File: config.mk
export PLATFORM = sky130hd
export DESIGN_NAME = clksel_sequencer
export DESIGN_NICKNAME = d
export VERILOG_FILES = /design/src/rtl/clksel_pkg.sv /design/src/rtl/clksel_sequencer_sync_ff.sv /design/src/rtl/clksel_sequencer.sv
export SDC_FILE = /design/constraint.sdc
export NUM_CORES = 1
export LEC_CHECK = 0
export CAP_MARGIN = 20
export CELL_PAD_IN_SITES_DETAIL_PLACEMENT = 0
export CELL_PAD_IN_SITES_GLOBAL_PLACEMENT = 1
export CORE_UTILIZATION = 41
export CTS_CLUSTER_DIAMETER = 200
export DETAILED_ROUTE_END_ITERATION = 10
export GPL_TIMING_DRIVEN = 1
export PLACE_DENSITY = 0.82
export SYNTH_ARGS = -nofsm -noshare
export SYNTH_HDL_FRONTEND = slang
export SYNTH_SLANG_ARGS = --single-unit
File: constraint.sdc
create_clock -name hsclk_in -period 2.3 [get_ports hsclk_in]
set_clock_uncertainty 0.15 [all_clocks]
set_input_delay 0.23 -clock hsclk_in [delete_from_list [all_inputs] [get_ports hsclk_in]]
set_output_delay 0.23 -clock hsclk_in [all_outputs]
set_load 0.03 [all_outputs]
File: src/rtl/clksel_pkg.sv
// Shared types and constants for the HS/LS CPU clock-switch sequencer.
package clksel_pkg;

  typedef enum logic [1:0] {
    ST_SLOW    = 2'd0,
    ST_TO_FAST = 2'd1,
    ST_FAST    = 2'd2,
    ST_TO_SLOW = 2'd3
  } clksel_state_e;

  // Bit positions inside cfg_wdata
  localparam int unsigned CFG_TURBO_BIT = 0;
  localparam int unsigned CFG_DIV_BIT   = 1;
  localparam int unsigned CFG_DELAY_BIT = 2;
  localparam int unsigned CFG_W         = 3;

  function automatic logic is_transit(input clksel_state_e st);
    return (st == ST_TO_FAST) || (st == ST_TO_SLOW);
  endfunction

endpackage

File: src/rtl/clksel_sequencer_sync_ff.sv
// Multi-flop synchroniser for one asynchronous feedback bit from the clock switch.
module sync_ff #(
  parameter int unsigned STAGES = 2
) (
  input  logic clk_i,
  input  logic rst_i,
  input  logic d_i,
  output logic q_o
);

  logic [STAGES-1:0] sync_q;
  logic [STAGES-1:0] sync_d;

  assign sync_d = {sync_q[STAGES-2:0], d_i};

  always_ff @(posedge clk_i or posedge rst_i) begin
    if (rst_i) begin
      sync_q <= '0;
    end else begin
      sync_q <= sync_d;
    end
  end

  assign q_o = sync_q[STAGES-1];

endmodule

File: src/rtl/clksel_sequencer.sv
// Sequences hsclk_sel for the HS/LS CPU clock switch, waits for its feedback,
// and applies divider/delay configuration only while running on the LS clock.
//
// state      | meaning
// SLOW       | LS clock selected and acknowledged; config may be applied
// TO_FAST    | hsclk_sel raised, waiting for hs ack / ls release
// FAST       | HS clock selected and acknowledged
// TO_SLOW    | hsclk_sel dropped, waiting for ls ack / hs release
module clksel_sequencer
  import clksel_pkg::*;
#(
  parameter int unsigned SYNC_STAGES = 2,
  parameter int unsigned MIN_DWELL   = 8,
  parameter int unsigned TIMEOUT     = 64,
  parameter int unsigned CNT_W       = 8
) (
  input  logic             hsclk_in,
  input  logic             rst,
  input  logic             fast_req,
  input  logic             slow_req,
  input  logic             cfg_we,
  input  logic [CFG_W-1:0] cfg_wdata,
  input  logic             hsclk_selected_in,
  input  logic             lsclk_selected_in,
  output logic             hsclk_sel,
  output logic             cpuclk_div_sel,
  output logic             delay_sel,
  output logic             fast_active,
  output logic             busy,
  output logic             timeout_err
);

  localparam logic [CNT_W-1:0] DWELL_C    = CNT_W'(MIN_DWELL);
  localparam logic [CNT_W-1:0] TMO_LAST_C = CNT_W'(TIMEOUT - 1);
  localparam logic [CNT_W-1:0] CNT_MAX_C  = '1;

  clksel_state_e    state_q, state_d;
  logic [CNT_W-1:0] cnt_q, cnt_d;
  logic             hsclk_sel_q, hsclk_sel_d;
  logic             tmo_err_q, tmo_err_d;
  logic             turbo_q, turbo_d;
  logic             div_q, div_d;
  logic             dly_q, dly_d;
  logic             div_sh_q, div_sh_d;
  logic             dly_sh_q, dly_sh_d;
  logic             pend_q, pend_d;

  logic             hs_ack;
  logic             ls_ack;
  logic             dwell_done;
  logic             cnt_clr;
  logic             tmo_set;

  sync_ff #(.STAGES(SYNC_STAGES)) u_sync_hs (
    .clk_i (hsclk_in),
    .rst_i (rst),
    .d_i   (hsclk_selected_in),
    .q_o   (hs_ack)
  );

  sync_ff #(.STAGES(SYNC_STAGES)) u_sync_ls (
    .clk_i (hsclk_in),
    .rst_i (rst),
    .d_i   (lsclk_selected_in),
    .q_o   (ls_ack)
  );

  assign dwell_done = (cnt_q >= DWELL_C);

  always_ff @(posedge hsclk_in or posedge rst) begin
    if (rst) begin
      state_q     <= ST_SLOW;
      hsclk_sel_q <= 1'b0;
    end else begin
      state_q     <= state_d;
      hsclk_sel_q <= hsclk_sel_d;
    end
  end

  // Requests are deliberately ignored in the transit states: a switch is never aborted.
  always_comb begin
    state_d = state_q;
    cnt_clr = 1'b0;
    tmo_set = 1'b0;
    case (state_q)
      ST_SLOW: begin
        if (turbo_q && fast_req && !slow_req && dwell_done && !tmo_err_q && !pend_q) begin
          state_d = ST_TO_FAST;
          cnt_clr = 1'b1;
        end
      end
      ST_TO_FAST: begin
        if (hs_ack && !ls_ack) begin
          state_d = ST_FAST;
          cnt_clr = 1'b1;
        end else if (cnt_q == TMO_LAST_C) begin
          state_d = ST_TO_SLOW;
          cnt_clr = 1'b1;
          tmo_set = 1'b1;
        end
      end
      ST_FAST: begin
        if (slow_req || ((!fast_req || !turbo_q) && dwell_done)) begin
          state_d = ST_TO_SLOW;
          cnt_clr = 1'b1;
        end
      end
      ST_TO_SLOW: begin
        if (ls_ack && !hs_ack) begin
          state_d = ST_SLOW;
          cnt_clr = 1'b1;
        end else if (cnt_q == TMO_LAST_C) begin
          tmo_set = 1'b1;
        end
      end
      default: begin
        state_d = ST_SLOW;
        cnt_clr = 1'b1;
      end
    endcase
  end

  always_comb begin
    hsclk_sel_d = (state_d == ST_TO_FAST) || (state_d == ST_FAST);
    fast_active = (state_q == ST_FAST);
    busy        = is_transit(state_q) || pend_q;
  end

  always_comb begin
    cnt_d = cnt_q;
    if (cnt_clr) begin
      cnt_d = '0;
    end else if (cnt_q != CNT_MAX_C) begin
      cnt_d = cnt_q + 1'b1;
    end
  end

  // A timeout raised on the same edge as a config write stays set.
  always_comb begin
    tmo_err_d = tmo_err_q;
    if (tmo_set) begin
      tmo_err_d = 1'b1;
    end else if (cfg_we) begin
      tmo_err_d = 1'b0;
    end
  end

  always_comb begin
    turbo_d  = turbo_q;
    div_d    = div_q;
    dly_d    = dly_q;
    div_sh_d = div_sh_q;
    dly_sh_d = dly_sh_q;
    pend_d   = pend_q;
    if (cfg_we) begin
      turbo_d = cfg_wdata[CFG_TURBO_BIT];
    end
    if ((state_q == ST_SLOW) && (pend_q || cfg_we)) begin
      div_d  = cfg_we ? cfg_wdata[CFG_DIV_BIT]   : div_sh_q;
      dly_d  = cfg_we ? cfg_wdata[CFG_DELAY_BIT] : dly_sh_q;
      pend_d = 1'b0;
    end else if (cfg_we) begin
      div_sh_d = cfg_wdata[CFG_DIV_BIT];
      dly_sh_d = cfg_wdata[CFG_DELAY_BIT];
      pend_d   = 1'b1;
    end
  end

  always_ff @(posedge hsclk_in or posedge rst) begin
    if (rst) begin
      cnt_q     <= DWELL_C;
      tmo_err_q <= 1'b0;
      turbo_q   <= 1'b0;
      div_q     <= 1'b0;
      dly_q     <= 1'b0;
      div_sh_q  <= 1'b0;
      dly_sh_q  <= 1'b0;
      pend_q    <= 1'b0;
    end else begin
      cnt_q     <= cnt_d;
      tmo_err_q <= tmo_err_d;
      turbo_q   <= turbo_d;
      div_q     <= div_d;
      dly_q     <= dly_d;
      div_sh_q  <= div_sh_d;
      dly_sh_q  <= dly_sh_d;
      pend_q    <= pend_d;
    end
  end

  assign hsclk_sel      = hsclk_sel_q;
  assign cpuclk_div_sel = div_q;
  assign delay_sel      = dly_q;
  assign timeout_err    = tmo_err_q;

endmodule
==> metrics.md, run 1 <==
| Metric | Value |
|---|---|
| Vias | `856` |
| TNS Setup | `0 ns` |
| Die area | `0.003014 mm²` |
| H-tree depth | `1` |
| Critical path, cell by cell | `inv_1, nor2_1, clkdlybuf4s50_1` |
| DRT antenna net count | `0` |
| Post-layout net count | `138` |
| Remaining DRCs | `0` |
| #FFs+latches synth | `22` |
| WL final | `2288 µm` |
| Ys flop type | `dfrtp_1` |
| Final period util | `0.9029` |
| Core box area | `0.002567 mm²` |
| Clock slew at reported path FFs | `0.13 ns` |
| Antenna violations before repair | `0` |
| CP endpoint kind | `primary output` |
| Max IR drop VDD | `0.6893 mV` |
| IO Count | `16` |
| Setup Buffers After CTS | `0` |
| WP data arrival | `1.70 ns` |
| Most frequent cells in the layout | `dfrtp_1 (21), clkdlybuf4s50_1 (15), nand2_1 (10), inv_1 (9), nor2_1 (8)` |
| Final min period | `2.077 ns` |
| Ratio of cells with drive above 1 in the final layout | `0.1520` |
| Leakage | `0.5791 nW` |
| Number of global-route vias before repair | `842` |
| Syn-to-layout area delta | `16.68%` |
| Mapped Cells | `108` |
| Commonest non-fill, non-tap cell in the layout | `dfrtp_1` |
| Setup violators final | `0` |
| Cell area after synthesis | `0.001147 mm²` |
| Status | `finished, final reports clean` |
| Final Hold Vio Count | `0` |
| Max stage delay on crit path | `0.68 ns` |
| Syn Area/Cell | `10.62 µm²` |
| Max Clock Freq | `0.4815 GHz` |
| Post_cts resized | `0` |
| Slew headroom | `0.6659` |
| CTS buffer count | `3` |
| WP data required | `1.92 ns` |
| EDFF count, synth | `0` |
| Startpoint types | `flip-flop` |
| Final Power | `1.377 mW` |
| WS Path Type | `reg -> out` |
| Die height | `54.90 µm` |
| DP Wirelength | `1675 µm` |
| Post-DP Area | `0.001313 mm²` |
| Slowest cell on the critical path | `clkdlybuf4s50_1` |
| First-pass GRT wire length | `3677 µm` |
| Port buffer count | `15` |
| Yosys top cell by area | `dfrtp_1` |
| All-layer global routing usage | `0.1756` |
| Unrepaired setup endpoints after global routing | `no` |
| Max Cap Viol | `0` |
| Register area share after synthesis | `0.4809` |
| Worst-Margin Slew | `0.4992 ns` |
| DRT Pass-1 Iters | `5` |
| Clock root buffer | `clkbuf_4` |
| Leading post-synthesis cells by cell area | `dfrtp_1 (46%), nand2_1 (3.3%), xnor2_1 (3.1%)` |
| Initial core utilization | `0.4469` |
| Vias per cell | `5.523` |
| Hold Path Class | `in -> async` |
| Cell variety after synth | `37` |
| Post-route cell area | `0.001339 mm²` |
| TritonCTS clock tree | `done` |
| Pwr/cell area | `1029 mW/mm²` |
| 1st-iter DRT viols | `20` |
| Clock Sinks | `22` |
| Hold buffer count at cts | `0` |
| Max Slew Vio Count | `0` |
| Wire length per cell | `14.76 µm` |
| GRT Residual Overflow | `0` |
| N_diodes | `0` |
| Ys Warns | `0` |
| CP max FO | `8` |
| Global placer's final weighted congestion | `0.7508` |
| Pin count of the biggest net entering global routing | `23` |
| Area share of the largest cell type after synthesis | `0.4580` |
| Flop2flop setup slack | `0.48 ns` |
| Worst-skew pair later-pin latency | `0.31 ns` |
| Width of the die | `54.90 µm` |
| Net count after synthesis | `120` |
| Ys async rst share | `1.000` |
| Row count | `18` |
| Clk buf depth | `2` |
## layout make-up
type                       count  area [µm²]
fill                         245        1229
inverter                       9       33.78
clock buffer                   4       26.28
multi-input combinational     74       531.8
timing repair buffer          16       157.7
sequential                    22       551.8
tap                           30       37.54
## cell usage after synthesis (2+ instances only)
cell type,n
nor3b_1,2
nand2_1,10
a221oi_1,3
a211oi_2,2
nor3_2,2
xnor2_1,4
nor3_1,2
buf_6,2
o41ai_1,2
dfrtp_1,21
a22o_1,2
a31oi_1,3
o21ai_0,2
mux2_2,3
ha_1,2
a21oi_1,6
nor2_1,8
inv_1,9
nand3_1,5
## power by group
group / switching, mW / leakage [nW] / internal [mW] / total [mW]
combinational: 0.340 / 0.288 / 0.257 / 0.598
clock: 0.115 / 0.0150 / 0.0676 / 0.183
sequential: 0.103 / 0.276 / 0.494 / 0.597
total: 0.558 / 0.579 / 0.819 / 1.38
## metal layers
metal | share of wire | track usage | wire [µm]
met5 | 0 | 0 | 0
met4 | 0.0083 | 0.07500 | 19
met3 | 0.021 | 0.02459 | 49
met2 | 0.49 | 0.2831 | 1114
met1 | 0.48 | 0.2342 | 1104
## state kept, by name (all words and copies together), names as in the netlist
signal and flops:
u_sync_hs.sync_q 2, dly_sh_q 1, cnt_q 8, u_sync_ls.sync_q 2, pend_q 1, turbo_q 1, state_q 2, cpuclk_div_sel 1
timeout_err 1, delay_sel 1, hsclk_sel 1, div_sh_q 1
## path summary, 6_finish.rpt
kind | from | endpoint | cells past startpoint
setup reg to reg | cnt_q[1] | cnt_q[7] | 5
hold / removal | rst | delay_sel | 3
setup / recovery | state_q[1] | fast_active | 3
hold reg to reg | u_sync_hs.sync_q[0] | u_sync_hs.sync_q[1] | 0
max in group asynchronous | rst | cnt_q[3] | 3
min in group hsclk_in | u_sync_hs.sync_q[0] | u_sync_hs.sync_q[1] | 0
## cells by family after synthesis
logic type / count (synthesis) / synth area share
AND/OR/NAND/NOR: 38 / 0.1996
XOR/XNOR: 4 / 0.03053
buffers and inverters: 12 / 0.05562
AO/OA/AOI/OAI: 26 / 0.1734
multiplexers: 4 / 0.03817
flip-flops: 22 / 0.4809
adder cells (fa/ha/maj): 2 / 0.02181
## worst max-delay path, delay by kind of cell (launching register included)
family,cells,cell delay (ns)
and+or+nand+nor,1,0.10
DFF,1,0.49
buffers and inverters,2,0.80
## stage by stage
step                setup slack [ns]  cells  hold slack (ns)    util
finish                        0.2233    155          0.09227  0.5214
global route                  0.1400    155           0.1437  0.5214
CTS                           0.2145    155          0.09484  0.5214
detailed placement            0.2907    151           0.1897  0.5112
global placement              0.3371    151           0.1829  0.5112
floorplan                     0.5922    108          0.06848       -
(Power assumes the default switching activity.)
==> inputs of run 2 (changes only) <==
Settings changed: CORE_UTILIZATION 41 to 45, PLACE_DENSITY 0.82 to 0.88.
Clock period 2.3 ns to 2.4 ns, I/O delays scaled along.
==> run 2 against run 1 <==
  * Register-to-register slack better by 0.13 ns
  * Non-clock buffer count unchanged
  * Total power down 3.0%
  * Global-route usage up 0.44 points
  * Sequential cell count unchanged
  * Critical path depth unchanged
  * Sequential share of layout area down 0.23 points
  * Clock-buffer cell count unchanged
  * Final cell count down 1.3%
  * First-iteration DRC count up 10%
  * Clock power up 12%
  * Sequential power down 4.9%
==> metrics.md, run 2 (same netlist as run 1, synthesis figures left out) <==
| Metric | Value |
|---|---|
| Status | `finished, final reports clean` |
| Vias | `866` |
| Clk buf depth | `2` |
| Final Power | `1.336 mW` |
| Pwr/cell area | `992.3 mW/mm²` |
| Wire length per cell | `13.79 µm` |
| WS Path Type | `reg -> out` |
| R2R cell count | `5` |
| First-pass GRT wire length | `3532 µm` |
| Unrepaired setup endpoints after global routing | `no` |
| Core box area | `0.002297 mm²` |
| Initial core utilization | `0.4995` |
| Die area | `0.002756 mm²` |
| Reg-to-Reg End | `cnt_q[4]` |
| GRT Residual Overflow | `0` |
| DRT antenna net count | `0` |
| Setup violators final | `0` |
| CP endpoint kind | `primary output` |
| P_sw | `0.5229 mW` |
| Max IR drop VDD | `0.5787 mV` |
| Number of global-route vias before repair | `803` |
| Max FFs per register | `8` |
| Slew headroom | `0.6716` |
| Syn-to-layout area delta | `17.34%` |
| Slack of the critical path | `0.3387 ns` |
| N_diodes | `0` |
| Startpoint types | `flip-flop` |
| Post-Place Setup Slack | `0.3618 ns` |
| Global placer's final weighted congestion | `0.8331` |
| Most flops, register | `cnt_q` |
| Post-layout net count | `138` |
| Reg power frac | `0.425` |
| IO Count | `16` |
| Final period util | `0.8589` |
| Final Hold Vio Count | `0` |
| Die height | `52.50 µm` |
| Switching share of power | `0.3914` |
| Port buffer count | `15` |
| WL final | `2110 µm` |
| Fillers | `200` |
| Clock power frac | `0.153` |
| Max Slew Vio Count | `0` |
| R2R Path Start | `cnt_q[1]` |
| DP Wirelength | `1614 µm` |
| CTS buffer count | `3` |
| Antenna violations before repair | `0` |
| Internal power | `0.8130 mW` |
| Leakage | `0.5851 nW` |
| Remaining DRCs | `0` |
| Max Cap Viol | `0` |
| DRT Pass-1 Iters | `4` |
| Most frequent cells in the layout | `dfrtp_1 (21), clkdlybuf4s50_1 (15), nand2_1 (10), inv_1 (9), nor2_1 (8)` |
| Hold Path Class | `in -> async` |
| Width of the die | `52.50 µm` |
| Final Util | `0.5861` |
| 1st-iter DRT viols | `22` |
| CP max FO | `8` |
| Final min period | `2.061 ns` |
| Clock slew at reported path FFs | `0.12 ns` |
| Vias per cell | `5.660` |
| TNS Setup | `0 ns` |
| WP data required | `2.01 ns` |
| H-tree depth | `1` |
| Comb pwr share | `0.421` |
| Max Clock Freq | `0.4851 GHz` |
| Worst-skew pair later-pin latency | `0.31 ns` |
| All-layer global routing usage | `0.1800` |
| Pin count of the biggest net entering global routing | `23` |
| Clock root buffer | `clkbuf_4` |
| Post_cts resized | `0` |
| Setup Buffers After CTS | `0` |
| TritonCTS clock tree | `done` |
| Hold buffer count at cts | `0` |
| WP data arrival | `1.67 ns` |
| Row count | `17` |
| Flop2flop setup slack | `0.61 ns` |
| Commonest non-fill, non-tap cell in the layout | `dfrtp_1` |
| Worst-Margin Slew | `0.4908 ns` |
| Clock Sinks | `22` |
| Ratio of cells with drive above 1 in the final layout | `0.1600` |
run 2: cell count changes in the layout (fill, tap and decap cells not counted):
cell      delta
clkbuf_1     -1
clkbuf_8     +1
run 2: worst max path at each step:
stage	start	endpoint	depth (start not counted)
after floorplan	timeout_err	cnt_q[4]	3
after global placement	slow_req	cnt_q[4]	4
after detailed placement	slow_req	cnt_q[4]	4
after CTS	state_q[1]	fast_active	3
after global routing	state_q[1]	fast_active	3
final	state_q[1]	fast_active	3
run 2: worst max-delay path: stages, from the launching register on:
cell and delay [ns]:
dfrtp_1 0.48, inv_1 0.11, nor2_1 0.09, clkdlybuf4s50_1 0.68
run 2: area by class of cell:
| cell class | instances | area [µm²] | share of cell area |
|---|---|---|---|
| clock buffers | 4 | 36.28 | 0.02695 |
| inverters | 9 | 33.78 | 0.02509 |
| multi-input cells | 74 | 531.8 | 0.3950 |
| flip-flops and latches | 22 | 551.8 | 0.4099 |
| well taps | 28 | 35.03 | 0.02602 |
| repair buffers | 16 | 157.7 | 0.1171 |
run 2: per-layer routing:
| layer | vias up | routed length, µm | part of all wire | global-route usage |
|---|---|---|---|---|
| met5 | - | 0 | 0 | 0 |
| li1 | 422 | - | - | - |
| met3 | 5 | 98 | 0.046 | 0.02899 |
| met4 | 0 | 42 | 0.020 | 0.07895 |
| met2 | 25 | 1033 | 0.49 | 0.3080 |
| met1 | 414 | 936 | 0.44 | 0.2206 |
run 2: through the flow:
stage	std cells	hold slack [ns]	instance area, µm²
6_report	153	0.09247	1346
3_3_place_gp	149	0.1824	1310
3_5_place_dp	149	0.1950	1310
2_1_floorplan	108	0.07848	1147
4_1_cts	153	0.09871	1346
5_1_grt	153	0.1237	1346
run 2: power groups by stage:
stage               registers (mW)  logic, mW  clock network (mW)
floorplan                    0.593      0.377                   0
global placement             0.575      0.556                   0
detailed placement           0.577      0.571                   0
CTS                          0.569      0.573               0.212
global route                 0.585      0.621               0.226
finish                       0.568      0.563               0.205
